$ cat src/rtl/pipe_stage_buffer_pkg.sv
// Shared types and constants for the pipe_stage_buffer pipeline register slice.
// Holds the occupancy state encoding and the default bubble (control) value.
package pipe_pkg;

    typedef enum logic [1:0] {
        PS_EMPTY = 2'd0,
        PS_ONE   = 2'd1,
        PS_TWO   = 2'd2
    } ps_state_e;

    // Bubble encoding loaded into the control payload on reset and flush.
    localparam logic [31:0] PS_BUBBLE = 32'h0000_0000;

    function automatic logic [1:0] ps_occupancy(input ps_state_e st);
        logic [1:0] occ;
        case (st)
            PS_ONE:  occ = 2'd1;
            PS_TWO:  occ = 2'd2;
            default: occ = 2'd0;
        endcase
        return occ;
    endfunction

endpackage

$ cat src/rtl/pipe_stage_buffer_slot.sv
// One pipeline entry: datapath + control register with load enable.
// clr resets only the control field (bubble); the datapath field holds its value.
module pipe_slot #(
    parameter int unsigned          DATA_W   = 128,
    parameter int unsigned          CTRL_W   = 32,
    parameter logic [CTRL_W-1:0]    CTRL_RST = '0
) (
    input  logic              clk,
    input  logic              rst_n,
    input  logic              ld,
    input  logic              clr,
    input  logic [DATA_W-1:0] d_data,
    input  logic [CTRL_W-1:0] d_ctrl,
    output logic [DATA_W-1:0] q_data,
    output logic [CTRL_W-1:0] q_ctrl
);

    logic [DATA_W-1:0] data_q, data_d;
    logic [CTRL_W-1:0] ctrl_q, ctrl_d;

    always_comb begin
        data_d = data_q;
        ctrl_d = ctrl_q;
        if (clr) begin
            ctrl_d = CTRL_RST;
        end
        if (ld) begin
            data_d = d_data;
            ctrl_d = d_ctrl;
        end
    end

    always_ff @(posedge clk or negedge rst_n) begin
        if (!rst_n) begin
            data_q <= '0;
            ctrl_q <= CTRL_RST;
        end else begin
            data_q <= data_d;
            ctrl_q <= ctrl_d;
        end
    end

    assign q_data = data_q;
    assign q_ctrl = ctrl_q;

endmodule

$ cat src/rtl/pipe_stage_buffer.sv
// Pipeline stage buffer with flush/stall, bubble insertion and a stall counter.
// Define PIPE_STAGE_SKID_EN for a two-entry skid buffer; otherwise single entry.
module pipe_stage_buffer
    import pipe_pkg::*;
#(
    parameter int unsigned       DATA_W   = 128,
    parameter int unsigned       CTRL_W   = 32,
    parameter logic [CTRL_W-1:0] CTRL_RST = CTRL_W'(PS_BUBBLE),
    parameter int unsigned       CNT_W    = 16
) (
    input  logic              clk,
    input  logic              rst_n,
    input  logic              flush,
    input  logic              stall,
    input  logic              in_valid,
    output logic              in_ready,
    input  logic [DATA_W-1:0] in_data,
    input  logic [CTRL_W-1:0] in_ctrl,
    output logic              out_valid,
    input  logic              out_ready,
    output logic [DATA_W-1:0] out_data,
    output logic [CTRL_W-1:0] out_ctrl,
    output logic [1:0]        occupancy,
    output logic [CNT_W-1:0]  stall_cnt
);

    ps_state_e         state_q, state_d;
    logic [CNT_W-1:0]  stall_cnt_q, stall_cnt_d;

    logic              enq, deq, flush_eff;
    logic              head_ld, head_clr;
    logic [DATA_W-1:0] head_d_data, head_q_data;
    logic [CTRL_W-1:0] head_d_ctrl, head_q_ctrl;

`ifdef PIPE_STAGE_SKID_EN
    logic              skid_ld, skid_clr;
    logic [DATA_W-1:0] skid_q_data;
    logic [CTRL_W-1:0] skid_q_ctrl;
`endif

    assign out_valid = (state_q != PS_EMPTY);
    assign occupancy = ps_occupancy(state_q);
    assign out_data  = head_q_data;
    assign out_ctrl  = head_q_ctrl;
    assign stall_cnt = stall_cnt_q;

`ifdef PIPE_STAGE_SKID_EN
    assign in_ready = rst_n && (state_q != PS_TWO) && !stall;
`else
    assign in_ready = rst_n && (!out_valid || out_ready) && !stall;
`endif

    assign flush_eff = flush && !stall;
    assign enq       = in_valid && in_ready && !stall && !flush;
    assign deq       = out_valid && out_ready && !stall && !flush;

    always_comb begin
        state_d     = state_q;
        head_ld     = 1'b0;
        head_clr    = 1'b0;
        head_d_data = in_data;
        head_d_ctrl = in_ctrl;
`ifdef PIPE_STAGE_SKID_EN
        skid_ld     = 1'b0;
        skid_clr    = 1'b0;
`endif
        if (flush_eff) begin
            state_d  = PS_EMPTY;
            head_clr = 1'b1;
`ifdef PIPE_STAGE_SKID_EN
            skid_clr = 1'b1;
`endif
        end else begin
            case (state_q)
                PS_EMPTY: begin
                    if (enq) begin
                        head_ld = 1'b1;
                        state_d = PS_ONE;
                    end
                end
                PS_ONE: begin
                    if (enq && deq) begin
                        head_ld = 1'b1;
                    end else if (deq) begin
                        head_clr = 1'b1;
                        state_d  = PS_EMPTY;
`ifdef PIPE_STAGE_SKID_EN
                    end else if (enq) begin
                        skid_ld = 1'b1;
                        state_d = PS_TWO;
`endif
                    end
                end
`ifdef PIPE_STAGE_SKID_EN
                PS_TWO: begin
                    // Skid entry is promoted to head; in_ready is low so no enqueue here.
                    if (deq) begin
                        head_ld     = 1'b1;
                        head_d_data = skid_q_data;
                        head_d_ctrl = skid_q_ctrl;
                        state_d     = PS_ONE;
                    end
                end
`endif
                default: begin
                    state_d  = PS_EMPTY;
                    head_clr = 1'b1;
                end
            endcase
        end
    end

    always_comb begin
        stall_cnt_d = stall_cnt_q;
        if (out_valid && !out_ready && !stall && (stall_cnt_q != '1)) begin
            stall_cnt_d = stall_cnt_q + CNT_W'(1);
        end
    end

    always_ff @(posedge clk or negedge rst_n) begin
        if (!rst_n) begin
            state_q     <= PS_EMPTY;
            stall_cnt_q <= '0;
        end else begin
            state_q     <= state_d;
            stall_cnt_q <= stall_cnt_d;
        end
    end

    pipe_slot #(
        .DATA_W  (DATA_W),
        .CTRL_W  (CTRL_W),
        .CTRL_RST(CTRL_RST)
    ) u_head (
        .clk   (clk),
        .rst_n (rst_n),
        .ld    (head_ld),
        .clr   (head_clr),
        .d_data(head_d_data),
        .d_ctrl(head_d_ctrl),
        .q_data(head_q_data),
        .q_ctrl(head_q_ctrl)
    );

`ifdef PIPE_STAGE_SKID_EN
    pipe_slot #(
        .DATA_W  (DATA_W),
        .CTRL_W  (CTRL_W),
        .CTRL_RST(CTRL_RST)
    ) u_skid (
        .clk   (clk),
        .rst_n (rst_n),
        .ld    (skid_ld),
        .clr   (skid_clr),
        .d_data(in_data),
        .d_ctrl(in_ctrl),
        .q_data(skid_q_data),
        .q_ctrl(skid_q_ctrl)
    );
`endif

endmodule

$ cat config.mk
export PLATFORM = sky130hd
export DESIGN_NAME = pipe_stage_buffer
export DESIGN_NICKNAME = d
export VERILOG_FILES = /design/src/rtl/pipe_stage_buffer_pkg.sv /design/src/rtl/pipe_stage_buffer_slot.sv /design/src/rtl/pipe_stage_buffer.sv
export SDC_FILE = /design/constraint.sdc
export NUM_CORES = 1
export LEC_CHECK = 0
export CORE_AREA = 2 2 136 138
export CTS_BUF_LIST = sky130_fd_sc_hd__clkbuf_4 sky130_fd_sc_hd__clkbuf_8
export DETAILED_ROUTE_END_ITERATION = 16
export DIE_AREA = 0 0 138 140
export HOLD_SLACK_MARGIN = 0.02
export MAX_ROUTING_LAYER = met4
export PLACE_DENSITY = 0.77
export SYNTH_ARGS = -nofsm -noshare
export SYNTH_HDL_FRONTEND = slang
export SYNTH_SLANG_ARGS = --single-unit
$ cat constraint.sdc
create_clock -name clk -period 2.1 [get_ports clk]
set_clock_uncertainty 0.1 [all_clocks]
set_input_delay 0.42 -clock clk [delete_from_list [all_inputs] [get_ports clk]]
set_output_delay 0.42 -clock clk [all_outputs]
set_load 0.05 [all_outputs]
==> results of run 1 <==
==> cells by family (layout without fill, tap and decap cells) <==
family | count (synthesis) | after routing | share of synthesized area, %
xor+xnor | 14 | 14 | 1.80
flops | 177 | 177 | 65.1
simple gates | 430 | 430 | 24.8
other cells | 1 | 1 | 0.0552
fa+ha+maj | 1 | 1 | 0.184
compound gates | 36 | 36 | 4.45
buf+inv | 37 | 412 | 3.55
==> layer usage <==
metal,vias to the layer above,wire [um]
li1,2909,-
met1,2890,8510
met2,280,9590
met3,38,1450
met4,0,546
met5,-,0
==> synthesized netlist by cell type (all sizes together) <==
cell    count  share of area (%)
nor3b       2               0.22
nor3        5               0.37
nand2     395                 22
or4         1               0.17
a21oi       2               0.15
conb        1              0.055
nand3       8               0.59
clkbuf     14               0.77
ha          1               0.18
o21ai       1              0.074
nor2b       1              0.092
xor2        6               0.77
nor2        8               0.48
dfrtp     177                 65
and4        1               0.13
and2        1               0.13
o21a        1               0.11
a22o       32                4.1
nand4       5               0.46
buf        23                2.8
nand3b      1               0.11
xnor2       8                1.0
and3b       1               0.13
and3        1              0.092
==> state kept, by name, indices dropped and copies added (netlist names) <==
| signal | cells |
|---|---|
| u_head.q_data | 128 |
| state_q | 1 |
| u_head.q_ctrl | 32 |
| stall_cnt | 16 |
==> power by group through the flow <==
| stage | registers [W] | logic [W] | clock network (W) |
|---|---|---|---|
| 6_report | 0.00424 | 0.00373 | 0.00230 |
| 5_1_grt | 0.00432 | 0.00392 | 0.00252 |
| 4_1_cts | 0.00424 | 0.00376 | 0.00237 |
| 3_5_place_dp | 0.00432 | 0.00406 | 0 |
| 3_3_place_gp | 0.00430 | 0.00402 | 0 |
| 2_1_floorplan | 0.00618 | 0.000513 | 0 |
==> layout make-up <==
type,instances,share of cell area [%]
multi-input combinational,482,19.8
clock buffer,20,2.42
tap,229,2.64
sequential,177,40.8
timing repair buffer,380,33.2
clock inverter,12,1.13
==> path summary, 6_finish.rpt <==
check	from	end	slack [ps]	depth (start not counted)
setup / recovery	state_q[0]	in_ready	70	4
hold / removal	rst_n	u_head.q_ctrl[2]	40	2
setup reg to reg	stall_cnt[0]	stall_cnt[1]	130	7
hold reg to reg	u_head.q_data[121]	u_head.q_data[121]	370	2
max in group asynchronous	rst_n	u_head.q_data[44]	1200	2
min in group clk	u_head.q_data[121]	u_head.q_data[121]	370	2
==> placed cells by master (no fill, tap or decap), drive strengths merged <==
cell | netlist | routed
dlygate4sd2 | 0 | 141
and3b | 1 | 1
clkinvlp | 0 | 5
bufinv | 0 | 1
a22o | 32 | 32
ha | 1 | 1
nor3b | 2 | 2
clkinv | 0 | 2
nor3 | 5 | 5
xor2 | 6 | 6
o21ai | 1 | 1
inv | 0 | 4
dfrtp | 177 | 177
nor2 | 8 | 8
o21a | 1 | 1
clkdlybuf4s50 | 0 | 164
nand2 | 395 | 395
or4 | 1 | 1
a21oi | 2 | 2
buf | 23 | 75
and4 | 1 | 1
and3 | 1 | 1
nand3 | 8 | 8
and2 | 1 | 1
clkbuf | 14 | 20
xnor2 | 8 | 8
nor2b | 1 | 1
nand3b | 1 | 1
conb | 1 | 1
nand4 | 5 | 5
==> repair_timing <==
| action | 4_1_cts | 5_1_grt |
|---|---|---|
| resized for setup | 141 | 0 |
| setup buffers | 0 | 2 |
| endpoints found under the setup margin | 141 | 1 |
==> per-stage QoR <==
step	power (W)	setup slack, ps	setup TNS [ps]	util (%)
floorplan	0.00669	-82.3	-4540	-
global route	0.0108	-2.68	-2.68	61.1
CTS	0.0104	31.3	0	61.0
detailed placement	0.00838	-169	-13850	59.8
finish	0.0103	67.9	0	61.1
global placement	0.00832	-138	-8510	59.8
==> worst max-delay path, stage by stage (launching register included) <==
cell	delay (ps)
dfrtp_2	440
nor2b_4	140
nor3b_4	200
buf_4	150
buf_12	130
==> impl_metrics.csv, run 1 <==
group,metric,value,unit
pwr,p_seq_share,41.3,%
clocking,cts.htree.levels,4,
worst_setup_path,cp_max_fo,4,
drt,ant_nets,0,
grt,antenna_found_initial,0,
sta,hold_viol,0,
worst_setup_path,start_kind,"flop",
pwr,p_leak,5.81,nW
yosys,yosysUniqueCellTypes,28,
layout,multi_input_area,2150,um2
layout,syn2layout_area_growth,59.8,%
clocking,numCtsBuffers,17,
grt,grt_max_degree,178,
run_status,status,"complete, no violations",
pwr,power_density,945,nW/um2
place,place_congestion,0.816,
pwr,power_switching,0.00423,W
drt,drt-total-wl,20100,um
worst_setup_path,cp.arrival,1510,ps
clocking,cts_tree,"yes",
place,hpwl,14700,um
run,cap_viol_max_count,0,
worst_setup_path,critPathKind,"flop to output pin",
grt,use_met3,5.85,%
sta,finalCritPeriodShare,96.8,%
drt,viasPerCell,4.71,
place,dp_cells,1266,
grt,grtUsageTotal,22.0,%
yosys,ys_ff_latch,177,
place,placedInstanceArea,10600,um2
floorplanning,ios,346,
clocking,cts_hold_buf,0,
clocking,clockRootBuffer,"clkbuf_8",
yosys,syn_inst,696,
floorplanning,core,17800,um2
floorplanning,die_y,140,um
clocking,cts_buffer_depth,2,
sta,tightest_slew,922,ps
floorplanning,die-area,19300,um2
yosys,ys_warn_count,0,
yosys,yosysSeqAreaShare,65.1,%
drt,num_vias,6117,
clocking,clk_latency,450,ps
floorplanning,start_util,38.2,%
grt,met1_usage,26.7,%
yosys,syn_area,6800,um2
layout,drive_above_1_share,10.9,%
yosys,synthesis.nets,863,
layout,regArea,4430,um2
place,io_buffer_count,344,
sta,slew_violations,0,
drt,drc,0,
grt,grt_pass1_wl,33100,um
layout,antenna_cells,0,
clocking,cts.sinks,177,
pwr,intPower,0.00603,W
worst_setup_path,required,1580,ps
pwr,switching_share,41.2,%
floorplanning,rows,49,
sta,holdWs,38.1,ps
grt,grt_busiest_layer,"met2",
layout,nNetsFinal,1225,
worst_hold_path,holdCritPathClass,"input pin to async pin",
pwr,p_comb_share,36.3,%
drt,drt_iter0_markers,250,
sta,min_period,2030,ps
pwr,pwr-share-clk,22.4,%
drt,drt_pass1_iterations,6,
layout,final_area,10900,um2
sta,setup_viol,0,
floorplanning,die_w,138,um
drt,wire_per_inst,15.5,um
grt,use_met2,35.5,%
sta,fmax,492,MHz
sta,slew_headroom,38.5,%
grt,grt.overflow.total,0,
yosys,avgSynthCellArea,9.77,um2
pwr,ir_drop,0.543,mV
layout,stdcell_count,1300,
layout,num-fill-cells,1553,
grt,first_global_vias,6301,
clocking,clkTransAtPathRegs,100,ps
worst_setup_path,cp-end-kind,"output pin",
No activity file was read; power rests on OpenSTA's default activity.
==> inputs of run 2 (changes only) <==
--- a/config.mk
+++ b/config.mk
@@ -5,6 +5,7 @@
 export SDC_FILE = /design/constraint.sdc
 export NUM_CORES = 1
 export LEC_CHECK = 0
+export CAP_MARGIN = 15
 export CORE_AREA = 2 2 136 138
 export CTS_BUF_LIST = sky130_fd_sc_hd__clkbuf_4 sky130_fd_sc_hd__clkbuf_8
 export DETAILED_ROUTE_END_ITERATION = 16
@@ -12,6 +13,7 @@
 export HOLD_SLACK_MARGIN = 0.02
 export MAX_ROUTING_LAYER = met4
 export PLACE_DENSITY = 0.77
+export SKIP_CTS_REPAIR_TIMING = 1
 export SYNTH_ARGS = -nofsm -noshare
 export SYNTH_HDL_FRONTEND = slang
 export SYNTH_SLANG_ARGS = --single-unit
==> run 2 against run 1 <==
  * First-iteration DRC count increased by 2.8%
  * Final area grew 4.9%
  * Critical path depth is the same
  * Clock power about the same
  * Die area unchanged
  * Sequential share of layout area down 1.9 points
==> impl_metrics.csv, run 2 (same netlist as run 1, synthesis figures left out) <==
group,metric,value,unit
grt,grtUsageTotal,21.9,%
pwr,p_leak,7.31,nW
layout,antenna_cells,0,
drt,num_vias,6133,
sta,hold_viol,0,
sta,holdWs,0.550,ps
drt,drt_iter0_markers,257,
sta,slew_violations,0,
pwr,ir_drop,0.541,mV
grt,met1_usage,26.5,%
sta,min_period,2030,ps
clocking,cts.htree.levels,4,
drt,drt_pass1_iterations,4,
sta,finalCritPeriodShare,96.6,%
clocking,cts_buffer_depth,2,
drt,drt-total-wl,20700,um
floorplanning,die_y,140,um
layout,syn2layout_area_growth,67.5,%
floorplanning,core,17800,um2
grt,grt.overflow.total,0,
place,place_congestion,0.816,
grt,grt_max_degree,178,
worst_setup_path,cp-end-kind,"output pin",
layout,nNetsFinal,1225,
clocking,clkTransAtPathRegs,100,ps
worst_setup_path,required,1580,ps
layout,drive_above_1_share,10.9,%
sta,layout_setup_ws,70.7,ps
place,hpwl,14700,um
run_status,status,"complete, no violations",
sta,fmax,493,MHz
worst_setup_path,max_stage_delay,440,ps
layout,layout_common_cells,"nand2_1 (394), dfrtp_1 (174), clkdlybuf4s50_1 (164)",
drt,ant_nets,0,
worst_setup_path,cp_max_fo,4,
worst_setup_path,crit_family,"flip-flops",
run,cap_viol_max_count,0,
sta,tightest_slew,978,ps
drt,drc,0,
floorplanning,rows,49,
pwr,power,0.0106,W
worst_setup_path,critPathKind,"flop to output pin",
sta,slew_headroom,34.8,%
drt,viasPerCell,4.72,
clocking,clockRootBuffer,"clkbuf_8",
place,io_buffer_count,344,
layout,largest_reg_flops,128,
sta,setup_viol,0,
worst_setup_path,slowest_stage,"dfrtp_2",
grt,grt_busiest_layer,"met2",
worst_setup_path,critPathBufInv,2,
worst_setup_path,start_kind,"flop",
clocking,cts.sinks,177,
drt,wire_per_inst,15.9,um
worst_setup_path,cp.arrival,1510,ps
grt,use_met3,6.12,%
grt,first_global_vias,6291,
worst_setup_path,path_cells,"nor2b_4 > nor3b_4 > buf_4 > buf_12",
clocking,cts_tree,"yes",
clocking,numCtsBuffers,17,
place,dp_slack,-169,ps
floorplanning,die_w,138,um
grt,use_met2,35.4,%
grt,antenna_found_initial,0,
worst_hold_path,holdCritPathClass,"input pin to async pin",
floorplanning,start_util,38.2,%
pwr,power_density,927,nW/um2
layout,num-fill-cells,1398,
floorplanning,die-area,19300,um2
floorplanning,ios,346,
clocking,clk_latency,450,ps
layout,final_common_cell,"nand2_1",
grt,grt_pass1_wl,33100,um
==> run 2: area by class of cell <==
| class | instances | area (um2) | area share [%] |
|---|---|---|---|
| clock inverter | 12 | 123 | 1.08 |
| timing repair buffer | 380 | 4140 | 36.3 |
| sequential | 177 | 4430 | 38.9 |
| multi-input combinational | 482 | 2150 | 18.9 |
| tap | 229 | 287 | 2.52 |
| clock buffer | 20 | 263 | 2.31 |
==> run 2: stage by stage <==
step                      instance area, um2  util, %  TNS [ps]  instances
after CTS                              11000     62.0    -11620       1298
after global routing                   11400     64.1     -1.95       1300
final                                  11400     64.1         0       1300
after floorplan                         6880        -     -4540        696
after global placement                 10600     59.8     -8510       1266
after detailed placement               10600     59.8    -13850       1266
==> run 2: report_power, final <==
part | internal, W | leakage [nW] | switching, W
clock | 0.00102 | 0.181 | 0.00129
sequential | 0.00394 | 2.28 | 0.000305
combinational | 0.00135 | 4.86 | 0.00266
total | 0.00630 | 7.31 | 0.00426
==> run 2: path summary, 6_finish.rpt <==
check | startpoint | endpoint | slack, ps | depth (start not counted)
hold / removal | rst_n | stall_cnt[2] | 0.6 | 2
max in group asynchronous | rst_n | stall_cnt[12] | 1110 | 2
min in group clk | u_head.q_data[121] | u_head.q_data[121] | 370 | 2
setup reg to reg | stall_cnt[0] | stall_cnt[1] | 130 | 7
hold reg to reg | u_head.q_data[121] | u_head.q_data[121] | 370 | 2
setup / recovery | state_q[0] | in_ready | 70 | 4
==> run 2: worst reg2reg max path, delay by kind of cell (launching register included) <==
kind,cells,cell delay [ps]
AND/OR/NAND/NOR,5,1030
adder cells (fa/ha/maj),1,190
flip-flops,1,420
buffers and inverters,1,130
==> run 2: metal layers <==
| metal | up-vias | part of all wire [%] |
|---|---|---|
| met3 | 40 | 7.7 |
| met5 | - | 0 |
| li1 | 2906 | - |
| met4 | 0 | 2.7 |
| met1 | 2915 | 42 |
| met2 | 272 | 48 |
==> inputs of run 3 (changes only) <==
--- a/config.mk
+++ b/config.mk
@@ -5,14 +5,14 @@
 export SDC_FILE = /design/constraint.sdc
 export NUM_CORES = 1
 export LEC_CHECK = 0
-export CAP_MARGIN = 15
-export CORE_AREA = 2 2 136 138
+export ABC_AREA = 1
+export CAP_MARGIN = 5
+export CORE_UTILIZATION = 43
 export CTS_BUF_LIST = sky130_fd_sc_hd__clkbuf_4 sky130_fd_sc_hd__clkbuf_8
 export DETAILED_ROUTE_END_ITERATION = 16
-export DIE_AREA = 0 0 138 140
 export HOLD_SLACK_MARGIN = 0.02
 export MAX_ROUTING_LAYER = met4
-export PLACE_DENSITY = 0.77
+export PLACE_DENSITY = 0.83
 export SKIP_CTS_REPAIR_TIMING = 1
 export SYNTH_ARGS = -nofsm -noshare
 export SYNTH_HDL_FRONTEND = slang
==> run 3 against run 2 <==
  * Sequential share of layout area down 1.8 points
  * Sequential cell count stayed put
  * Final area is 4.8% higher
  * Die area down 7.2%
  * Critical path type is now input pin to output pin
==> impl_metrics.csv, run 3 <==
group,metric,value,unit
run_status,status,"complete, no violations",
grt,met1_usage,32.2,%
drt,wire_per_inst,16.4,um
grt,grt.overflow.total,0,
layout,nNetsFinal,1359,
layout,multi_input_area,2670,um2
pwr,ir_drop,0.495,mV
drt,viasPerCell,5.09,
yosys,yosysTopAreaCell,"dfrtp_1",
pwr,power,0.0112,W
floorplanning,die_y,134,um
yosys,yosysSeqAreaShare,59.2,%
yosys,synth_area_leaders,"dfrtp_1 (59%), nand2_1 (17%), nand3_1 (14%)",
sta,rsz0062_at_grt,"false",
layout,utilization,71.2,%
worst_setup_path,crit_family,"buffers and inverters",
grt,antenna_found_initial,0,
layout,largest_reg_flops,128,
worst_setup_path,critPathBufInv,4,
sta,fmax,500,MHz
sta,hold_viol,0,
clocking,clkTransAtPathRegs,90,ps
yosys,synthesis.nets,1024,
floorplanning,start_util,44.6,%
grt,grt_max_degree,98,
worst_hold_path,holdCritPathClass,"flop to flop",
sta,min_period,2000,ps
clocking,numCtsBuffers,17,
grt,first_global_vias,7034,
pwr,p_leak,7.59,nW
floorplanning,ios,346,
layout,final_common_cell,"nand2_1",
layout,antenna_cells,0,
worst_setup_path,cp.arrival,1480,ps
yosys,ys.flop_type,"dfrtp_1",
floorplanning,die-area,17900,um2
drt,drt-total-wl,23400,um
worst_setup_path,required,1580,ps
clocking,cts.sinks,177,
clocking,cts_tree,"yes",
grt,grtUsageTotal,26.8,%
clocking,clockRootBuffer,"clkbuf_8",
yosys,yosysUniqueCellTypes,24,
layout,regArea,4430,um2
layout,stdcell_count,1425,
worst_setup_path,cp_max_fo,5,
layout,drive_above_1_share,10.0,%
floorplanning,core,16800,um2
place,hpwl,16200,um
sta,setup_viol,0,
floorplanning,die_w,134,um
sta,finalCritPeriodShare,95.3,%
place,dp_cells,1391,
floorplanning,rows,47,
yosys,ys_warn_count,0,
drt,drt_iter0_markers,469,
grt,use_met3,6.20,%
yosys,avgSynthCellArea,8.73,um2
pwr,power_density,941,nW/um2
clocking,cts.htree.levels,4,
layout,syn2layout_area_growth,59.6,%
yosys,synthTopCellsByCount,"nand2_1 (348), nand3_1 (208), dfrtp_1 (177), buf_2 (33), inv_1 (17)",
drt,num_vias,7255,
sta,tightest_slew,559,ps
yosys,synth_top_cell_area_share,59.2,%
grt,grt_busiest_layer,"met2",
worst_setup_path,start_kind,"input pin",
grt,use_met2,42.6,%
yosys,synthArstFlopShare,100,%
worst_setup_path,critPathKind,"input pin to output pin",
sta,slew_headroom,62.7,%
drt,ant_nets,0,
yosys,syn_area,7480,um2
sta,layout_setup_ws,99.1,ps
drt,drt_pass1_iterations,5,
yosys,synth_edf_count,0,
worst_setup_path,slowest_stage,"clkdlybuf4s50_1",
layout,num-fill-cells,1251,
worst_setup_path,cp-end-kind,"output pin",
clocking,cts_buffer_depth,2,
layout,layout_common_cells,"nand2_1 (348), nand3_1 (208), dfrtp_1 (176)",
run,cap_viol_max_count,0,
sta,holdWs,368,ps
grt,grt_pass1_wl,35900,um
place,dp_slack,46.7,ps
sta,slew_violations,0,
place,place_congestion,0.854,
worst_setup_path,path_cells,"clkdlybuf4s50_1 > inv_2 > nand2_2 > nand2_1 > nor2_4 > buf_6 > buf_12",
yosys,ys_ff_latch,177,
yosys,yosysMostFrequentCell,"nand2_1",
worst_setup_path,max_stage_delay,490,ps
yosys,syn_inst,857,
place,io_buffer_count,344,
drt,drc,0,
clocking,clk_latency,470,ps
==> run 3: changes by cell type after synthesis, moves of 4 or more <==
| cell | delta |
|---|---|
| a22o_1 | -32 |
| nand3_1 | +200 |
| buf_2 | +23 |
| buf_6 | -8 |
| clkbuf_1 | -5 |
| o21ai_2 | +5 |
| xnor2_1 | -8 |
| inv_1 | +17 |
| nor2_1 | +8 |
| nand2_1 | -46 |
| nor3_1 | -4 |
| buf_4 | +10 |
==> run 3: per-stage QoR <==
step / instance area [um2] / TNS, ps
after floorplan: 7480 / 0
after global placement: 11200 / 0
after detailed placement: 11200 / 0
after CTS: 11600 / -13780
after global routing: 11900 / 0
final: 11900 / 0
==> run 3: report_power, final <==
| part | switching [W] | internal, W | leakage (nW) |
|---|---|---|---|
| clock network | 0.00131 | 0.00102 | 0.200 |
| registers | 0.000371 | 0.00398 | 2.27 |
| logic | 0.00306 | 0.00149 | 5.13 |
==> run 3: area by class of cell <==
class	instances	area share (%)
clock buffers	19	2.19
clock inverters	13	1.09
inverters	18	0.566
multi-input cells	603	22.3
flip-flops and latches	177	37.1
well taps	220	2.31
repair buffers	375	34.4
==> run 3: tightest hold or removal path, stage by stage (launching register included) <==
cell,delay [ps]
dfrtp_1,350
nand2_1,50
nand2_1,40
==> run 3: metal layers <==
layer  up-vias  wire (um)
li1       3424          -
met3        63       1700
met2       303      11500
met1      3465       9170
met5         -          0
met4         0        994
==> run 3: path summary, 6_finish.rpt <==
| kind | startpoint | end | slack [ps] | cells past startpoint |
|---|---|---|---|---|
| hold / removal | u_head.q_data[113] | u_head.q_data[113] | 370 | 2 |
| setup / recovery | out_ready | in_ready | 100 | 7 |
| min in group asynchronous | rst_n | stall_cnt[8] | 650 | 3 |
| max in group asynchronous | rst_n | u_head.q_data[92] | 810 | 3 |
| setup reg to reg | stall_cnt[1] | stall_cnt[6] | 420 | 9 |
| hold reg to reg | u_head.q_data[113] | u_head.q_data[113] | 370 | 2 |
==> run 3: cell families after synthesis <==
kind of cell    count (synthesis)  synth area share, %
simple gates                  585                 33.5
xor+xnor                        7                0.820
buf+inv                        77                 5.32
other cells                     1               0.0501
compound gates                  9                0.887
fa+ha+maj                       1                0.167
flops                         177                 59.2
